==> src/rtl/hvac_sequencer.sv <==
// Heat/cool demand sequencer: hysteresis thresholds, minimum run time, dead-time lockout.
// Optional sensor fault monitor compiled in with `define HVAC_SEQ_FAULT_EN.
module hvac_sequencer #(
  parameter int unsigned HYST      = 2,
  parameter int unsigned MIN_ON    = 8,
  parameter int unsigned DEAD_TIME = 4
) (
  input  logic       clk,
  input  logic       rst,
  input  logic       enable,
  input  logic [4:0] temperature,
  input  logic [4:0] desired_temperature,
  output logic       heating,
  output logic       cooling,
  output logic [1:0] state,
  output logic       busy,
  output logic       fault
);

  typedef enum logic [1:0] {IDLE, HEAT, COOL, DEAD} fsm_e;

  localparam logic [5:0] HYST6       = 6'(HYST);
  localparam logic [7:0] MIN_ON_M1   = 8'(MIN_ON - 1);
  localparam logic [7:0] DEAD_LAST   = 8'(DEAD_TIME - 1);
  localparam logic [5:0] TEMP_MAX    = 6'd31;

  fsm_e       fsm_q, fsm_d;
  logic [7:0] run_cnt_q, run_cnt_d;
  logic [7:0] dead_cnt_q, dead_cnt_d;
  logic       heating_q, heating_d;
  logic       cooling_q, cooling_d;
  logic       busy_q, busy_d;
  logic       fault_act;

  logic [5:0] temp6, set6, sum6, lo6, hi6;

  always_comb begin
    temp6 = {1'b0, temperature};
    set6  = {1'b0, desired_temperature};
    sum6  = set6 + HYST6;
    lo6   = (set6 > HYST6) ? (set6 - HYST6) : '0;
    hi6   = (sum6 > TEMP_MAX) ? TEMP_MAX : sum6;
  end

`ifdef HVAC_SEQ_FAULT_EN
  logic [1:0] ext_cnt_q, ext_cnt_d;
  logic       fault_q, fault_d;
  logic       extreme;

  // ext_cnt holds the number of previous consecutive rail readings (saturating at 3)
  always_comb begin
    extreme   = (temperature == 5'd0) || (temperature == 5'd31);
    ext_cnt_d = '0;
    if (extreme)
      ext_cnt_d = (ext_cnt_q == 2'd3) ? 2'd3 : ext_cnt_q + 2'd1;
    fault_d = fault_q | (extreme && (ext_cnt_q >= 2'd2));
  end

  always_ff @(posedge clk) begin
    if (rst) begin
      ext_cnt_q <= '0;
      fault_q   <= 1'b0;
    end else begin
      ext_cnt_q <= ext_cnt_d;
      fault_q   <= fault_d;
    end
  end

  assign fault_act = fault_q;
`else
  assign fault_act = 1'b0;
`endif

  always_comb begin
    fsm_d      = fsm_q;
    run_cnt_d  = run_cnt_q;
    dead_cnt_d = dead_cnt_q;
    unique case (fsm_q)
      IDLE: begin
        if (enable && !fault_act) begin
          if (temp6 <= lo6) begin
            fsm_d     = HEAT;
            run_cnt_d = '0;
          end else if (temp6 >= hi6) begin
            fsm_d     = COOL;
            run_cnt_d = '0;
          end
        end
      end
      HEAT, COOL: begin
        if (!enable || fault_act ||
            (run_cnt_q >= MIN_ON_M1 &&
             ((fsm_q == HEAT) ? (temp6 >= set6) : (temp6 <= set6)))) begin
          fsm_d      = DEAD;
          dead_cnt_d = '0;
        end else if (run_cnt_q != 8'hFF) begin
          run_cnt_d = run_cnt_q + 8'd1;
        end
      end
      DEAD: begin
        if (dead_cnt_q >= DEAD_LAST)
          fsm_d = IDLE;
        else
          dead_cnt_d = dead_cnt_q + 8'd1;
      end
      default: fsm_d = IDLE;
    endcase

    // Drives are flopped from the next state so they switch on the same edge as the FSM
    heating_d = (fsm_d == HEAT);
    cooling_d = (fsm_d == COOL);
    busy_d    = (fsm_d == DEAD);
  end

  always_ff @(posedge clk) begin
    if (rst) begin
      fsm_q      <= IDLE;
      run_cnt_q  <= '0;
      dead_cnt_q <= '0;
      heating_q  <= 1'b0;
      cooling_q  <= 1'b0;
      busy_q     <= 1'b0;
    end else begin
      fsm_q      <= fsm_d;
      run_cnt_q  <= run_cnt_d;
      dead_cnt_q <= dead_cnt_d;
      heating_q  <= heating_d;
      cooling_q  <= cooling_d;
      busy_q     <= busy_d;
    end
  end

  assign heating = heating_q;
  assign cooling = cooling_q;
  assign state   = {heating_q, cooling_q};
  assign busy    = busy_q;
  assign fault   = fault_act;

endmodule
==> config.mk <==
export PLATFORM = sky130hd
export DESIGN_NAME = hvac_sequencer
export DESIGN_NICKNAME = d
export VERILOG_FILES = /design/src/rtl/hvac_sequencer.sv
export SDC_FILE = /design/constraint.sdc
export NUM_CORES = 1
export LEC_CHECK = 0
export BUFFER_PORTS_ARGS = -buffer_cell sky130_fd_sc_hd__buf_2
export CELL_PAD_IN_SITES_DETAIL_PLACEMENT = 1
export CELL_PAD_IN_SITES_GLOBAL_PLACEMENT = 1
export CORE_UTILIZATION = 40
export CTS_CLUSTER_SIZE = 24
export DETAILED_ROUTE_END_ITERATION = 16
export GPL_TIMING_DRIVEN = 0
export PLACE_DENSITY_LB_ADDON = 0.1
export SLEW_MARGIN = 15
export SYNTH_ARGS = -nofsm -noshare
export SYNTH_HDL_FRONTEND = slang
export SYNTH_SLANG_ARGS = --single-unit
==> constraint.sdc <==
create_clock -name clk -period 5.23 [get_ports clk]
set_clock_uncertainty 0.2 [all_clocks]
set_input_delay 0.2615 -clock clk [delete_from_list [all_inputs] [get_ports clk]]
set_output_delay 0.2615 -clock clk [all_outputs]
set_load 0.1 [all_outputs]
* Word level (Yosys, flattened, before mapping)
Index checks and enable logic that the tools add are counted.
** Storage, ports and cells
- Register bits after elaboration :: 21
- Word-level logic and storage cells :: 58
** Operators by class
- Add/subtract/negate cells :: 4
- $lt $le $gt $ge :: 8
- Equality and inequality tests :: 13
- Muxes and demuxes :: 18
- Reduce and logical (&&, ||, !) cells :: 9
** Operators with widths (count)
- $mux W8 :: 7
- $pmux W8 S2 :: 2
- $add A8 B1 Y8 const B :: 2
- $mux W6 :: 2
- $mux W2 :: 5
- $ne A2 B2 Y1 const B :: 5
- $eq A2 B2 Y1 const B :: 4
- $ge A8 B2 Y1 const B :: 1
- $ge A8 B3 Y1 const B :: 1
- $ne A8 B8 Y1 const B :: 1
- $add A5 B2 Y6 const B :: 1
- $ge A5 B6 Y1 :: 1
- $gt A6 B5 Y1 const B :: 1
- $le A5 B6 Y1 :: 1
- $pmux W2 S3 :: 1
- $sub A5 B2 Y6 const B :: 1
- $ge A5 B5 Y1 :: 1
- $gt A5 B2 Y1 const B :: 1
- $le A5 B5 Y1 :: 1
- $reduce_and A5 Y1 :: 1
- $eq A2 B1 Y1 const B :: 2
- $reduce_bool A2 Y1 :: 2
- $ne A3 B3 Y1 const B :: 1
- $reduce_and A3 Y1 :: 1
- other kinds (6) :: 6

* Depth between registers and ports, before layout
- Word-level depth :: 9
- Gate-level depth with buffers :: 14

* Worst setup path after synthesis
No wires, ideal clock.
- Kind :: input to register
- Start :: input port desired_temperature[1]
- End :: register run_cnt_q[4]
- Setup time :: 0.059 ns
- Arrival :: 2.536 ns
- Required time :: 4.971 ns
- Slack :: 2.434 ns
- Stages :: 14
- Path buffers :: 1
- Cell sequence :: inv_1 > ha_1 > nand2b_4 > a31oi_1 > a21oi_1 > ha_1 > nand3_1 > o21bai_1 > a31oi_1 > a21o_1 > a211o_1 > buf_6 > or4_1 > nand2_1
** On the way
- Longest elaborated chain between the ends :: 6
- Elaborated cells between the ends (all ways) :: 19
- Classes of those cells :: add/sub: 2; order compare: 6; eq/ne: 2; mux: 6; reduce/logical: 3
** RTL lines
- start: declaration :: RTL line 12 : input logic [4:0] desired_temperature,
- $add A5 B2 Y6 (tied with other cells) :: RTL line 40 : sum6 = set6 + HYST6;
- $gt A6 B5 Y1 (tied with other cells) :: RTL line 42 : hi6 = (sum6 > TEMP_MAX) ? TEMP_MAX : sum6;
- $mux W6 (tied with other cells) :: RTL line 42
- $ge A5 B6 Y1 (tied with other cells) :: RTL line 84 : end else if (temp6 >= hi6) begin
- $ne A3 B3 Y1 (no line) (tied with other cells)
- $reduce_and A5 Y1 (no line) or $pmux W8 S2 (tied branches)
- end signal: assignment :: RTL line 125 : run_cnt_q <= run_cnt_d;
- end: declaration :: RTL line 28 : logic [7:0] run_cnt_q, run_cnt_d;
Parallel ways exist; a longest one is shown, timed or not. The select of a mux whose other input is x is not followed.
A chain may end at the register's enable or synchronous reset.

* Worst setup path in the final report
Ends and elaborated chain as after synthesis.

==> metrics <==
# DRC 0; ys flop type dfxtp_1; most frequent cell after synthesis ha_1; Sink Count 21; reg2reg path depth 9; Post-Synth Simple-Gate Area 23.48%; Synth Net Count 233; period utilization 57.73%; critical path fanouts, max 8; setup tns final 0 ns; worst path cell trace buf_2, ha_1, nand3_1, and2_1, ha_1, nand2_1, o21ai_0, a31oi_1, a21o_1, o31ai_1, or4_1, nand2_1; multiplexer area fraction after synthesis less than 1%; Final Max Slew Viols 0; P_int roughly 0.3 mW; Data required, critical path about 5.2 ns; CP peak stage delay around 0.74 ns; nets between 200 and 300; leading area contributor after synthesis dfxtp_1; Vias 1523; Fmax 0.3312 GHz; Die W between 60 and 70 um; final wirelength between 3000 and 4000 um; Crit. End Element register; Crit path max-delay family compound AO/OA/AOI/OAI gates; drt pass-1 iters 4; Adder-Cell Fraction of Synth Area around 18%; Critical R2R Launch fsm_q[0]; status finished, final reports clean; Slew @ Worst Pin between 0.8 and 0.9 ns; RSZ-0062 raised after global routing no; crit path time final 3.019 ns; Mapped Area 0.001609 mm^2; H-tree Lvls 1; Max VDD drop 0.1797 mV; combinational power share between 40 and 50%; area of the die ~0.0043 mm^2; Reg power frac a little over a third; core area between 0.003 and 0.004 mm^2; critical path class in -> reg; top post-synthesis cells by area dfxtp_1 (26%), ha_1 (18%), a21oi_1 (4.7%); HP Class in -> reg; Initial Utilization a little over two fifths; total track usage between 10% and 20%; post-synthesis compound-gate area fraction 23.64%; share of the synthesized area in the top cell type 26.13%; setup violators final 0; Slew headroom between 30% and 40%; n_diodes 0; Max-Cap Viols 0; CTS tree done; Clk pwr share about a fifth; final hold violations 0; Synth cell types between 40 and 50; CP startpoint kind primary input; largest family of logic cells by synthesized area compound AO/OA/AOI/OAI gates; initial antenna violation count 0; largest net degree at the start of global routing 13; die height ~65 um; total power slightly above 0.5 mW; Post-CTS Hold Fix Bufs 0; initial DRC count 38; worst path buffer plus inverter count 1; Worst-path clk slew 0.08 ns; CTS resizes 0; Area Growth Syn to Fin 11.28%; average cell area after synthesis 8.168 um^2; Hold Path Depth 2; Worst path slowest cell o31ai_1; Synth async-reset ratio 0%; first-pass GRT wire length between 6000 and 7000 um; drt via density ~5.8; GRT Residual Overflow 0; Worst Hold End dead_cnt_q[0]; Ys Warns 0; CTS buffer count 3; LEAKAGE ~0.78 nW; XOR/XNOR Fraction of Synth Area between 1.5 and 2%; Top Ports 19; CTS Buffer Depth 2; flop-to-flop setup slack between 2 and 2.5 ns; synth cell count leaders ha_1 (23), dfxtp_1 (21), nand2_1 (16), a21oi_1 (15); layout cells sized above 1 14.81%; EDFF count, synth 0; switching power around 0.21 mW; Root Buffer clkbuf_8; fill cell count approximately 460; pwr dens around 280 mW/mm^2; Critical R2R Capture dead_cnt_q[7]; min-delay src rst; clk_lat worst skew roughly 0.26 ns; post-CTS setup buffer count 0; I/O Buffers 15; synthesized instance count 197; switching share of power between 40% and 50%; DP Wirelength between 3000 and 4000 um; GPL Wtd Cong approximately 0.80; CP arrival about 3.0 ns; post-synthesis sequential area ratio a little over a quarter; vias in the first global route 1558; antenna viol nets, final 0; synthesized flop and latch total 21; drt wl/cell around 15 um; row count 22
[kinds of logic after synthesis]
family	count (synthesis)
other	1
adder cells (fa/ha/maj)	23
multiplexers	1
AO/OA/AOI/OAI	57
flip-flops	21
buffers and inverters	20
AND/OR/NAND/NOR	71
XOR/XNOR	3
[cell type report]
class | count | area [um^2] | area share [%]
Tap cell | 48 | 60.06 | 3.354
Multi-Input combinational cell | 156 | 1086 | 60.66
Timing Repair Buffer | 15 | 75.07 | 4.193
Clock inverter | 1 | 5.005 | 0.2795
Inverter | 13 | 48.80 | 2.725
Buffer | 7 | 53.80 | 3.005
Sequential cell | 21 | 420.4 | 23.48
Clock buffer | 3 | 41.29 | 2.306
[cells in the final DEF, fill, tap and decap left out, types with 3 or more instances in the layout]
cell      count
a31oi_1       8
buf_4         3
clkbuf_8      3
ha_1         23
nand4_1       5
o211ai_1      3
buf_2        16
o21ai_0       7
nand3_1      10
nor2_1       13
inv_1        13
a21o_1        5
xor2_1        3
or4_1         5
a21oi_1      15
dfxtp_1      21
nor3_1        4
nor2b_1       3
nand2_1      16
o31ai_1       5
[worst max path at each step]
stage,depth (start not counted),endpoint,start
floorplan,14,run_cnt_q[4],desired_temperature[1]
global placement,12,run_cnt_q[4],desired_temperature[1]
detailed placement,12,run_cnt_q[4],desired_temperature[1]
CTS,12,run_cnt_q[4],desired_temperature[1]
global route,12,run_cnt_q[4],desired_temperature[1]
finish,12,run_cnt_q[4],desired_temperature[1]
[per-stage QoR]
step	utilization (%)	hold WS [ns]	instances	instance area (um^2)	setup slack, ns
3_5_place_dp	46.25	0.2727	260	1744	1.903
6_report	47.48	0.1793	264	1790	2.211
4_1_cts	47.48	0.1894	264	1790	2.193
5_1_grt	47.48	0.2548	264	1790	2.026
3_3_place_gp	46.25	0.2473	260	1744	1.943
2_1_floorplan	-	0.2292	197	1609	2.434
[worst reg2reg max path: stages, from the launching register on]
cell and delay (ns):
dfxtp_1 0.44, ha_1 0.18, buf_2 0.20, or4b_2 0.63, o22ai_1 0.15, o21ai_0 0.13, a21oi_2 0.31, and4_1 0.30
a31oi_1 0.10, nor2_1 0.09
[state kept, by name, indices dropped and copies added, names as in the netlist]
| register | count |
|---|---|
| cooling | 1 |
| run_cnt_q | 8 |
| heating | 1 |
| busy | 1 |
| fsm_q | 2 |
| dead_cnt_q | 8 |
[power by group through the flow]
| stage | Combinational, mW | Clock, mW | Sequential, mW |
|---|---|---|---|
| 2_1_floorplan | 0.151 | 0 | 0.204 |
| 3_3_place_gp | 0.216 | 0 | 0.180 |
| 3_5_place_dp | 0.224 | 0 | 0.181 |
| 4_1_cts | 0.225 | 0.113 | 0.177 |
| 5_1_grt | 0.247 | 0.118 | 0.178 |
| 6_report | 0.223 | 0.107 | 0.177 |
[metal layers]
layer,part of all wire [%],track usage (%)
met2,51,37.50
met3,2.5,3.125
met4,2.0,5.163
met5,0,0
met1,45,22.27
No activity file was read; power rests on OpenSTA's default activity.
